<file path="config.mk">
export PLATFORM = sky130hd
export DESIGN_NAME = design_select_ctrl
export DESIGN_NICKNAME = d
export VERILOG_FILES = /design/src/rtl/design_select_ctrl.sv
export SDC_FILE = /design/constraint.sdc
export NUM_CORES = 1
export LEC_CHECK = 0
export CAP_MARGIN = 0
export CORE_MARGIN = 3
export CORE_UTILIZATION = 45
export CTS_BUF_LIST = sky130_fd_sc_hd__clkbuf_4
export DETAILED_ROUTE_END_ITERATION = 12
export PLACE_DENSITY = 0.72
export SYNTH_ARGS = -nofsm -noshare
export SYNTH_HDL_FRONTEND = slang
export SYNTH_SLANG_ARGS = --single-unit
</file>
<file path="constraint.sdc">
create_clock -name wb_clk_i -period 2.05 [get_ports wb_clk_i]
set_input_delay 0.205 -clock wb_clk_i [delete_from_list [all_inputs] [get_ports wb_clk_i]]
set_output_delay 0.205 -clock wb_clk_i [all_outputs]
set_load 0.05 [all_outputs]
</file>
<file path="src/rtl/design_select_ctrl.sv">
// design_select_ctrl
// Decides which wrapped design may drive the shared tristated wishbone
// data bus. At most one design is enabled at any time. Every switch
// passes through an all-off dead time so that a design that is still
// releasing the bus never overlaps the next one. All outputs come from
// registers, so no input can reach `active` through logic alone.
module design_select_ctrl #(
    parameter  int NUM_DESIGNS = 2,
    parameter  int DEAD_CYCLES = 4,
    localparam int ID_W        = $clog2(NUM_DESIGNS)
) (
    input  logic                   wb_clk_i,
    input  logic                   wb_rst_n,
    input  logic                   sel_valid,
    output logic                   sel_ready,
    input  logic                   sel_en,
    input  logic [ID_W-1:0]        sel_id,
    input  logic                   kill,
    output logic [NUM_DESIGNS-1:0] active,
    output logic [ID_W-1:0]        cur_id,
    output logic                   cur_on,
    output logic                   done,
    output logic                   err
);

    typedef enum logic [1:0] {
        ST_OFF = 2'd0,
        ST_ON  = 2'd1,
        ST_GAP = 2'd2
    } state_e;

    localparam logic [7:0]             GAP_LOAD = 8'(DEAD_CYCLES - 1);
    localparam logic [NUM_DESIGNS-1:0] ONE_HOT0 = {{(NUM_DESIGNS-1){1'b0}}, 1'b1};

    state_e                 state_q,  state_d;
    logic [7:0]             cnt_q,    cnt_d;
    logic [ID_W-1:0]        tgt_q,    tgt_d;
    logic [ID_W-1:0]        cur_id_q, cur_id_d;
    logic                   cur_on_q, cur_on_d;
    logic [NUM_DESIGNS-1:0] active_q, active_d;
    logic                   ready_q,  ready_d;
    logic                   done_q,   done_d;
    logic                   err_q,    err_d;

    logic                   accept_s;
    logic                   id_bad_s;

    assign accept_s = sel_valid & ready_q;
    // Widen before comparing so the check stays meaningful when NUM_DESIGNS
    // is a power of two and every id value is legal.
    assign id_bad_s = (32'(sel_id) >= NUM_DESIGNS);

    // Next-state and output decode; kill overrides any handshake.
    always_comb begin
        state_d  = state_q;
        cnt_d    = cnt_q;
        tgt_d    = tgt_q;
        cur_id_d = cur_id_q;
        cur_on_d = cur_on_q;
        active_d = active_q;
        ready_d  = ready_q;
        done_d   = 1'b0;
        err_d    = 1'b0;

        if (kill) begin
            state_d  = ST_OFF;
            cnt_d    = 8'd0;
            cur_on_d = 1'b0;
            active_d = '0;
            ready_d  = 1'b1;
        end else begin
            case (state_q)
                ST_OFF, ST_ON: begin
                    if (accept_s) begin
                        if (sel_en) begin
                            if (id_bad_s) begin
                                err_d = 1'b1;
                            end else if ((state_q == ST_ON) && (sel_id == cur_id_q)) begin
                                done_d = 1'b1;
                            end else begin
                                // Any enable, even from OFF, pays the full dead time.
                                state_d  = ST_GAP;
                                tgt_d    = sel_id;
                                cnt_d    = GAP_LOAD;
                                cur_on_d = 1'b0;
                                active_d = '0;
                                ready_d  = 1'b0;
                            end
                        end else begin
                            state_d  = ST_OFF;
                            cur_on_d = 1'b0;
                            active_d = '0;
                            done_d   = 1'b1;
                        end
                    end else begin
                        state_d = state_q;
                    end
                end
                ST_GAP: begin
                    if (cnt_q == 8'd0) begin
                        state_d  = ST_ON;
                        cur_id_d = tgt_q;
                        cur_on_d = 1'b1;
                        active_d = ONE_HOT0 << tgt_q;
                        ready_d  = 1'b1;
                        done_d   = 1'b1;
                    end else begin
                        cnt_d = cnt_q - 8'd1;
                    end
                end
                default: begin
                    state_d  = ST_OFF;
                    cnt_d    = 8'd0;
                    cur_on_d = 1'b0;
                    active_d = '0;
                    ready_d  = 1'b1;
                end
            endcase
        end
    end

    // State and output registers with asynchronous active-low reset.
    always_ff @(posedge wb_clk_i or negedge wb_rst_n) begin
        if (!wb_rst_n) begin
            state_q  <= ST_OFF;
            cnt_q    <= 8'd0;
            tgt_q    <= '0;
            cur_id_q <= '0;
            cur_on_q <= 1'b0;
            active_q <= '0;
            ready_q  <= 1'b1;
            done_q   <= 1'b0;
            err_q    <= 1'b0;
        end else begin
            state_q  <= state_d;
            cnt_q    <= cnt_d;
            tgt_q    <= tgt_d;
            cur_id_q <= cur_id_d;
            cur_on_q <= cur_on_d;
            active_q <= active_d;
            ready_q  <= ready_d;
            done_q   <= done_d;
            err_q    <= err_d;
        end
    end

    assign sel_ready = ready_q;
    assign active    = active_q;
    assign cur_id    = cur_id_q;
    assign cur_on    = cur_on_q;
    assign done      = done_q;
    assign err       = err_q;

endmodule

</file>
==> impl_metrics.env <==
export IMPL_die_w_um=51.39
export IMPL_fin_tns_setup_ns=0
export IMPL_diodes=0
export IMPL_synth_ff_latch_count=16
export IMPL_fin_crit_ns=1.895
export IMPL_power_density_mw_per_mm2=987.4
export IMPL_cts_buffers=3
export IMPL_holdWs_ns=0.3271
export IMPL_io_pins=13
export IMPL_drive_gt1_share_pct=21.00
export IMPL_syn2layout_area_growth_pct=18.08
export IMPL_cts_clk_slew_worst_paths_ns=0.10
export IMPL_clock_sinks=16
export IMPL_grt_start_max_net_pins=17
export IMPL_grt_pass1_vias=730
export IMPL_ant_nets=0
export IMPL_maxSlewViolCount=0
export IMPL_cts_tree="yes"
export IMPL_port_buffers=11
export IMPL_slowest_stage="clkdlybuf4s50_1"
export IMPL_p_leak_nw=0.4868
export IMPL_async_flop_share_pct=100.0
export IMPL_synth_edf_count=0
export IMPL_fmax_ghz=0.5276
export IMPL_cp_data_arrival_time_ns=1.69
export IMPL_viasPerCell=5.584
export IMPL_grt_use_total_pct=17.37
export IMPL_initial_core_util_pct=50.41
export IMPL_avgSynthCellArea_sq_um=10.91
export IMPL_insertion_delay_ns=0.29
export IMPL_antenna_found_initial=0
export IMPL_overflow=0
export IMPL_p_comb_share_pct=40.5
export IMPL_p_int_mw=0.6378
export IMPL_slowest_delay_ns=0.87
export IMPL_cts_buffer_depth=2
export IMPL_peakVddDrop_v=0.0006683
export IMPL_switching_share_pct=41.00
export IMPL_die_h_um=51.39
export IMPL_ctsResizeCount=0
export IMPL_reg2reg_depth=6
export IMPL_hp_class="in -> async"
export IMPL_core_sq_mm=0.001839
export IMPL_routed_wirelength_mm=1.823
export IMPL_dp_hpwl_mm=1.381
export IMPL_nets=109
export IMPL_yosys_warnings=0
export IMPL_synthesis_area_sq_um=927.1
export IMPL_skew_ns=0.007939
export IMPL_cts_htree_levels=1
export IMPL_worstMarginPinSlew_ns=0.7080
export IMPL_drc_errors=0
export IMPL_first_pass_iters=4
export IMPL_yosysUniqueCellTypes=40
export IMPL_fin_crit_sh_pct=92.46
export IMPL_power_frac_clock_pct=16.0
export IMPL_hold_buffers=0
export IMPL_p_sw_mw=0.4432
export IMPL_num_vias=698
export IMPL_relSlewSlack_pct=52.66
export IMPL_root_buffer="clkbuf_4"
export IMPL_path_cells="clkdlybuf4s50_1"
export IMPL_gp_congestion=0.8537
export IMPL_cp_end_kind="primary output"
export IMPL_ys_seq_area_share_pct=43.32
export IMPL_drv_cap=0
export IMPL_rows=15
export IMPL_syn_num_nets=93
export IMPL_dieArea_sq_mm=0.002641
export IMPL_setup_viol=0
export IMPL_cts_setup_buffers=0
export IMPL_cp_start_kind="flop"
export IMPL_hold_viol=0
export IMPL_cp_max_fo=9
export IMPL_crit_buf_inv=1
export IMPL_synth_cells=85
export IMPL_worstSetupPathDepth=1
export IMPL_crit_family="buffers and inverters"
export IMPL_rsz0062_at_grt="no"
export IMPL_first_iter_violations=8
export IMPL_power_frac_seq_pct=43.5
export IMPL_grt_first_pass_wirelength_mm=3.367
export IMPL_routedWlPerCell_um=14.58
export IMPL_worstPathRequired_ns=1.85
export IMPL_outcome="completed"
export IMPL_synth_ff_type="dfrtp_1"
export IMPL_r2r_slack_ns=0.30
export IMPL_worst_setup_path_type="reg -> out"
-- Yosys cell counts, types with 2 or more instances --
cell type / count / area (sq um)
nand2_1: 8 / 30.03
mux2_2: 2 / 22.52
a21oi_1: 6 / 30.03
a21oi_2: 2 / 17.52
nand3_1: 2 / 10.01
ha_1: 2 / 25.02
a31oi_1: 4 / 25.02
o21ai_0: 3 / 15.01
inv_1: 4 / 15.01
mux2_4: 2 / 30.03
o21a_1: 2 / 15.01
dfrtp_1: 15 / 375.4
nor2_1: 3 / 11.26
mux2i_1: 3 / 30.03
nand2b_1: 2 / 12.51
-- sequential cells by signal, indices dropped and copies added (netlist names) --
name / count
cnt_q: 8
cur_id: 1
state_q: 1
active: 2
sel_ready: 1
cur_on: 1
tgt_q: 1
done: 1
-- through the flow --
step / cell area, sq um / std cells / setup slack [ns] / util (%) / power [mW]
final: 1095 / 125 / 0.1546 / 59.52 / 1.081
after global routing: 1095 / 125 / 0.1003 / 59.52 / 1.161
after CTS: 1095 / 125 / 0.1427 / 59.52 / 1.094
after detailed placement: 1069 / 121 / 0.1670 / 58.10 / 0.9130
after global placement: 1069 / 121 / 0.2058 / 58.10 / 0.9045
after floorplan: 927.1 / 85 / 0.2277 / - / 0.7911
-- logic make-up after synthesis --
family / after synthesis / synth area share (%)
AO/OA/AOI/OAI: 23 / 18.22
XOR/XNOR: 1 / 0.9448
adder cells (fa/ha/maj): 2 / 2.699
buffers and inverters: 5 / 2.429
flip-flops: 16 / 43.32
multiplexers: 7 / 8.907
other: 1 / 0.4045
AND/OR/NAND/NOR: 30 / 23.08
-- worst paths after layout --
kind | start | endpoint
worst min register to register | cnt_q[6]$_DFFE_PN0P_ | cnt_q[6]$_DFFE_PN0P_
worst min-delay path | wb_rst_n | cnt_q[0]$_DFFE_PN0P_
worst max-delay path | cur_on$_DFFE_PN0P_ | cur_on
max in group asynchronous | wb_rst_n | cur_on$_DFFE_PN0P_
min in group wb_clk_i | sel_valid | sel_ready$_DFFE_PN1P_
worst max register to register | cnt_q[0]$_DFFE_PN0P_ | cur_on$_DFFE_PN0P_
-- power groups by stage --
stage               combinational (mW)  clock [mW]  sequential, mW
detailed placement               0.437           0           0.476
CTS                              0.438       0.184           0.471
global route                     0.486       0.192           0.483
global placement                 0.432           0           0.472
floorplan                        0.268           0           0.523
finish                           0.438       0.173           0.471
-- final cells by class --
type,count,area [sq um]
clock inverters,1,3.754
multi-input cells,64,503.0
flip-flops and latches,16,401.6
inverters,4,15.01
repair buffers,12,117.6
well taps,25,31.28
clock buffers,3,22.52
fillers,171,744.5
-- placed cells by master, fill, tap and decap left out, types with 2 or more instances in the layout --
| cell | netlist | routed |
|---|---|---|
| mux2_4 | 2 | 2 |
| a21oi_1 | 6 | 6 |
| a31oi_1 | 4 | 4 |
| o21a_1 | 2 | 2 |
| nand2b_1 | 2 | 2 |
| mux2i_1 | 3 | 3 |
| clkdlybuf4s50_1 | 0 | 11 |
| a21oi_2 | 2 | 2 |
| inv_1 | 4 | 4 |
| dfrtp_1 | 15 | 15 |
| mux2_2 | 2 | 2 |
| clkbuf_4 | 0 | 3 |
| ha_1 | 2 | 2 |
| o21ai_0 | 3 | 3 |
| nand3_1 | 2 | 2 |
| nor2_1 | 3 | 3 |
| nand2_1 | 8 | 8 |
-- per-layer routing --
metal,share of wire [%],wire length (um),global-route usage [%],up-vias
li1,-,-,-,342
met1,47,856,22.22,335
met2,47,863,27.75,17
met3,4.3,78,5.539,4
met4,1.3,24,5.240,0
met5,0,0,0,-
(Power assumes the default switching activity.)
